### config.mk
export PLATFORM = sky130hd
export DESIGN_NAME = serial_pattern_tx
export DESIGN_NICKNAME = d
export VERILOG_FILES = /design/src/rtl/serial_pattern_tx.sv
export SDC_FILE = /design/constraint.sdc
export NUM_CORES = 1
export LEC_CHECK = 0
export BUFFER_PORTS_ARGS = -buffer_cell sky130_fd_sc_hd__clkbuf_2
export CAP_MARGIN = 25
export CORE_ASPECT_RATIO = 1.25
export CORE_MARGIN = 2
export CORE_UTILIZATION = 52
export CTS_CLUSTER_DIAMETER = 200
export DETAILED_ROUTE_END_ITERATION = 8
export PLACE_DENSITY_LB_ADDON = 0.12
export SETUP_SLACK_MARGIN = 0.3
export SLEW_MARGIN = 20
export SYNTH_ARGS = -nofsm -noshare
export SYNTH_HDL_FRONTEND = slang
export SYNTH_SLANG_ARGS = --single-unit
### constraint.sdc
create_clock -name clk -period 2.8 [get_ports clk]
set_input_delay 0.7 -clock clk [delete_from_list [all_inputs] [get_ports clk]]
set_output_delay 0.7 -clock clk [all_outputs]
set_load 0.02 [all_outputs]
### src/rtl/serial_pattern_tx.sv
// -----------------------------------------------------------------------------
// serial_pattern_tx
//   Parallel-to-serial bit-pattern transmitter. A frame (word + bit count) is
//   taken over a valid/ready handshake and shifted out one bit per clock on
//   ser_out. Each frame is followed by GAP idle cycles and a one-cycle done
//   pulse. Typically drives the 1-bit 'in' input of a sequence detector.
//
// Handshake: a frame is accepted on a rising edge where in_valid && in_ready.
//   in_ready is high only in IDLE. in_valid while busy is simply ignored
//   (there is no queue). in_data/in_len are sampled only at acceptance.
//
// Ports
//   clk        in   1      clock, rising edge
//   rst        in   1      synchronous reset, active-high (wins over in_valid)
//   in_valid   in   1      frame request valid
//   in_ready   out  1      block can accept a frame this cycle (state == IDLE)
//   in_data    in   DW     frame bits; only the low len bits are sent
//   in_len     in   LW     bits to send, values above DW clamp to DW
//   ser_out    out  1      serial data bit (registered, 0 when ser_valid=0)
//   ser_valid  out  1      ser_out carries a frame bit this cycle
//   busy       out  1      frame in progress (SHIFT or GAP)
//   done       out  1      one-cycle pulse: frame complete
//   dbg_state  out  2      current FSM state (0=IDLE, 1=SHIFT, 2=GAP)
// -----------------------------------------------------------------------------
module serial_pattern_tx #(
  parameter int DW        = 16,
  parameter int LW        = $clog2(DW + 1),
  parameter int GAP       = 2,
  parameter bit MSB_FIRST = 1'b1
) (
  input  logic          clk,
  input  logic          rst,
  input  logic          in_valid,
  output logic          in_ready,
  input  logic [DW-1:0] in_data,
  input  logic [LW-1:0] in_len,
  output logic          ser_out,
  output logic          ser_valid,
  output logic          busy,
  output logic          done,
  output logic [1:0]    dbg_state
);

  typedef enum logic [1:0] {
    S_IDLE  = 2'd0,
    S_SHIFT = 2'd1,
    S_GAP   = 2'd2
  } state_t;

  // Gap counter holds "GAP cycles still to spend after this one".
  localparam int GW = (GAP > 1) ? $clog2(GAP) : 1;
  localparam logic [GW-1:0] GAP_LAST = GW'((GAP > 0) ? (GAP - 1) : 0);

  state_t        r_state;
  logic [DW-1:0] r_shift;
  logic [LW-1:0] r_bit_cnt;
  logic [GW-1:0] r_gap_cnt;
  logic          r_ser_out;
  logic          r_ser_valid;
  logic          r_done;

  logic [LW-1:0] w_len;
  logic [DW-1:0] w_load;
  logic          w_accept;

  // Clamp the requested length to the word width.
  assign w_len    = (in_len > LW'(DW)) ? LW'(DW) : in_len;
  assign w_accept = in_valid && (r_state == S_IDLE);

  // Align the frame so the next bit to send always sits at the shift-out end:
  // MSB-first left-justifies the len-bit field (bit len-1 lands in DW-1),
  // LSB-first uses the word as-is and shifts right.
  always_comb begin
    w_load = in_data;
    if (MSB_FIRST) begin
      w_load = in_data << (DW - int'(w_len));
    end
  end

  always_ff @(posedge clk) begin
    if (rst) begin
      r_state     <= S_IDLE;
      r_shift     <= '0;
      r_bit_cnt   <= '0;
      r_gap_cnt   <= '0;
      r_ser_out   <= 1'b0;
      r_ser_valid <= 1'b0;
      r_done      <= 1'b0;
    end else begin
      r_done <= 1'b0;
      case (r_state)
        S_IDLE: begin
          if (w_accept) begin
            if (w_len != '0) begin
              // First bit goes out in the cycle right after acceptance;
              // r_bit_cnt counts the bits still to follow it.
              r_state     <= S_SHIFT;
              r_ser_valid <= 1'b1;
              r_ser_out   <= MSB_FIRST ? w_load[DW-1] : w_load[0];
              r_shift     <= MSB_FIRST ? (w_load << 1) : (w_load >> 1);
              r_bit_cnt   <= w_len - LW'(1);
            end else if (GAP > 0) begin
              r_state   <= S_GAP;
              r_gap_cnt <= GAP_LAST;
            end else begin
              r_done <= 1'b1;
            end
          end
        end

        S_SHIFT: begin
          if (r_bit_cnt == '0) begin
            // Last bit was on the line this cycle.
            r_ser_valid <= 1'b0;
            r_ser_out   <= 1'b0;
            if (GAP > 0) begin
              r_state   <= S_GAP;
              r_gap_cnt <= GAP_LAST;
            end else begin
              r_state <= S_IDLE;
              r_done  <= 1'b1;
            end
          end else begin
            r_ser_out <= MSB_FIRST ? r_shift[DW-1] : r_shift[0];
            r_shift   <= MSB_FIRST ? (r_shift << 1) : (r_shift >> 1);
            r_bit_cnt <= r_bit_cnt - LW'(1);
          end
        end

        S_GAP: begin
          if (r_gap_cnt == '0) begin
            r_state <= S_IDLE;
            r_done  <= 1'b1;
          end else begin
            r_gap_cnt <= r_gap_cnt - GW'(1);
          end
        end

        default: begin
          r_state <= S_IDLE;
        end
      endcase
    end
  end

  assign in_ready  = (r_state == S_IDLE);
  assign busy      = (r_state == S_SHIFT) || (r_state == S_GAP);
  assign ser_out   = r_ser_out;
  assign ser_valid = r_ser_valid;
  assign done      = r_done;
  assign dbg_state = r_state;

endmodule

==> flow_summary.yaml <==
detailed_routing:
  drc: 0
  drt_first_pass_iters: 4
  vias_per_cell: 5.94
  drtAntennaViolNets: 0
  first_iter_violations: 74
  vias: 1983
  routed_wirelength_mm: 5.43
  routedWlPerCell_um: 16.3
power_and_ir_drop:
  power_leakage_nw: 1.08
  pwr_density_cell_nw_per_um2: 861
  finalPower_mw: 2.29
  ir_drop_uv: 360
critical_path:
  reg2reg_depth: 8
  critical_path_depth: 9
  criticalPathCategory: "input port to register"
  critical-path-top-delay-family: "multiplexers"
  cp_max_fo: 6
  startpoint_type: "input port"
  crit_required_ps: 2950
  critPathMaxStageDelay_ps: 520
  arrival_ps: 2620
  crit_path_end_kind: "register"
  crit_chain: "buf_6 -> nor2b_4 -> inv_8 -> ha_4 -> buf_8 -> mux2_4 -> mux4_2 -> a221oi_2 -> nor3_1"
  cp_num_buf_inv: 3
  cpMaxStageDelayCell: "mux4_2"
cells_and_area:
  layout_common_cells: "clkbuf_2 (28), dfxtp_1 (26), buf_4 (23)"
  ff_latch_area_um2: 520
  layout_commonest_cell: "clkbuf_2"
  area_growth_pct: 22.8
  final_util: 0.659
  final_area_um2: 2660
  n_antenna_cell: 0
  fin_nets: 310
  fillers: 360
  multiInputGateArea_um2: 1600
  drive_gt1_frac: 0.385
cts:
  clkSinkCount: 26
  cts_tree: "yes"
  clock_latency_ps: 270
  cts_max_path_buffers: 2
  cts-root-buf: "clkbuf_8"
  cts_hold_buf: 0
  cts-htree-levels: 1
  cts_buffers: 3
  clkTransAtPathRegs_ps: 90
synthesis:
  synthSimpleGateAreaFrac: 0.207
  synth_compound_area_frac: 0.224
  ys.flop_type: "dfxtp_1"
  ys_ff_latch: 26
  synth_fa_ha_area_frac: 0.0405
  synth_nets: 267
  synthXorXnorAreaFrac: 0.0162
  synth_edf_count: 0
  synth_top_family_by_area: "compound AO/OA/AOI/OAI gates"
  ys_warn_count: 0
  syn_area_um2: 2160
  synth_cells: 236
  synthMuxAreaShare: 0.202
  avgSynthCellArea_um2: 9.17
  async_flop_share: 0
  yosysSeqAreaShare: 0.241
  ys_types: 67
job:
  cap_viol_max_count: 0
sta:
  holdWs_ps: 469
  setup_viol: 0
  rsz0062_at_grt: "yes"
  finalHoldViolations: 0
  fin_tns_setup_ps: 0
  fmax_mhz: 406
  period_share: 0.879
  relSlewSlack: 0.620
  worst_pin_slew_ps: 556
  drv_slew: 0
  finalCriticalPeriod_ps: 2460
  finalClockSkew_ps: 2.13
floorplanning:
  die_h_um: 76.1
  die_area_um2: 4700
  start_util: 0.536
  core_um2: 4030
  ios: 31
  die_x_um: 61.7
  row_count: 26
place:
  hpwlAfterDp_mm: 4.25
  gp_congestion: 0.838
  portBuffers: 30
  placed_area_um2: 2500
global_route:
  antenna_found_initial: 0
  track_usage: 0.250
  grt_pass1_wl_mm: 9.21
  grt_overflow: 0
  grt_pass1_vias: 2061
  grt_start_max_net_pins: 19
run_status:
  outcome: "finished, final reports clean"
min_path:
  hp-class: "register to register"
  whs_path_depth: 1
==> where the power goes <==
part	internal [mW]	switching, mW	total (mW)
combinational	0.584	0.756	1.34
clock	0.191	0.124	0.315
sequential	0.518	0.116	0.634
==> final cells by class <==
| cell class | instances | area share |
|---|---|---|
| clock inverter | 1 | 0.0113 |
| multi-input combinational | 186 | 0.602 |
| timing repair buffer | 55 | 0.136 |
| inverter | 7 | 0.0127 |
| clock buffer | 3 | 0.0155 |
| sequential | 26 | 0.196 |
| tap | 56 | 0.0264 |
==> cells in the mapped netlist (all sizes together) (3+ instances only) <==
library cell | count | area, um^2
xnor2 | 4 | 35.0
dfxtp | 26 | 521
ha | 7 | 87.6
a211oi | 4 | 30.0
a21oi | 12 | 63.8
o211ai | 3 | 27.5
a311oi | 3 | 26.3
inv | 7 | 31.3
nor4 | 3 | 25.0
clkbuf | 5 | 18.8
nor2 | 24 | 92.6
o21ai | 10 | 53.8
mux2i | 8 | 80.1
nand2b | 3 | 18.8
nor3 | 9 | 61.3
nor2b | 6 | 45.0
nand2 | 15 | 56.3
nor3b | 4 | 30.0
mux4 | 8 | 180
buf | 12 | 101
mux2 | 15 | 176
a221oi | 8 | 88.8
nand3 | 5 | 25.0
a22oi | 3 | 22.5
==> timing repair <==
action | 4_1_cts | 5_1_grt
gates resized for setup | 0 | 15
setup buffers | 0 | 5
hold endpoints to repair | 0 | 0
setup endpoints to repair | 0 | 8
==> kinds of logic after synthesis <==
group | Yosys count
AOI/OAI and AO/OA | 63
xor gates and xnor gates | 4
adders and majority gates | 7
buffers and inverters | 24
DFF | 26
muxes | 31
and+or+nand+nor | 81
==> final timing paths <==
check	start	to	slack [ps]
setup / recovery	in_len[4]	ser_out	340
hold reg to reg	r_gap_cnt	done	470
setup reg to reg	dbg_state[0]	r_shift[8]	530
hold / removal	r_gap_cnt	done	470
==> registers in the layout, summed over array words and instances, names as in the netlist <==
| register | flops |
|---|---|
| r_bit_cnt | 5 |
| ser_out | 1 |
| ser_valid | 1 |
| dbg_state | 2 |
| r_gap_cnt | 1 |
| r_shift | 15 |
| done | 1 |
==> through the flow <==
step / setup slack (ps) / std cells
floorplan: 47.6 / 236
global placement: 109 / 325
detailed placement: 55.9 / 325
CTS: 334 / 329
global route: 289 / 334
finish: 339 / 334
==> per-layer routing <==
metal / vias to the layer above / track usage / share of wire
met5: - / 0 / 0
met4: 0 / 0.0979 / 0.027
met3: 14 / 0.0238 / 0.024
met2: 45 / 0.423 / 0.52
met1: 934 / 0.313 / 0.43
li1: 990 / - / -
No activity file was read; power rests on OpenSTA's default activity.
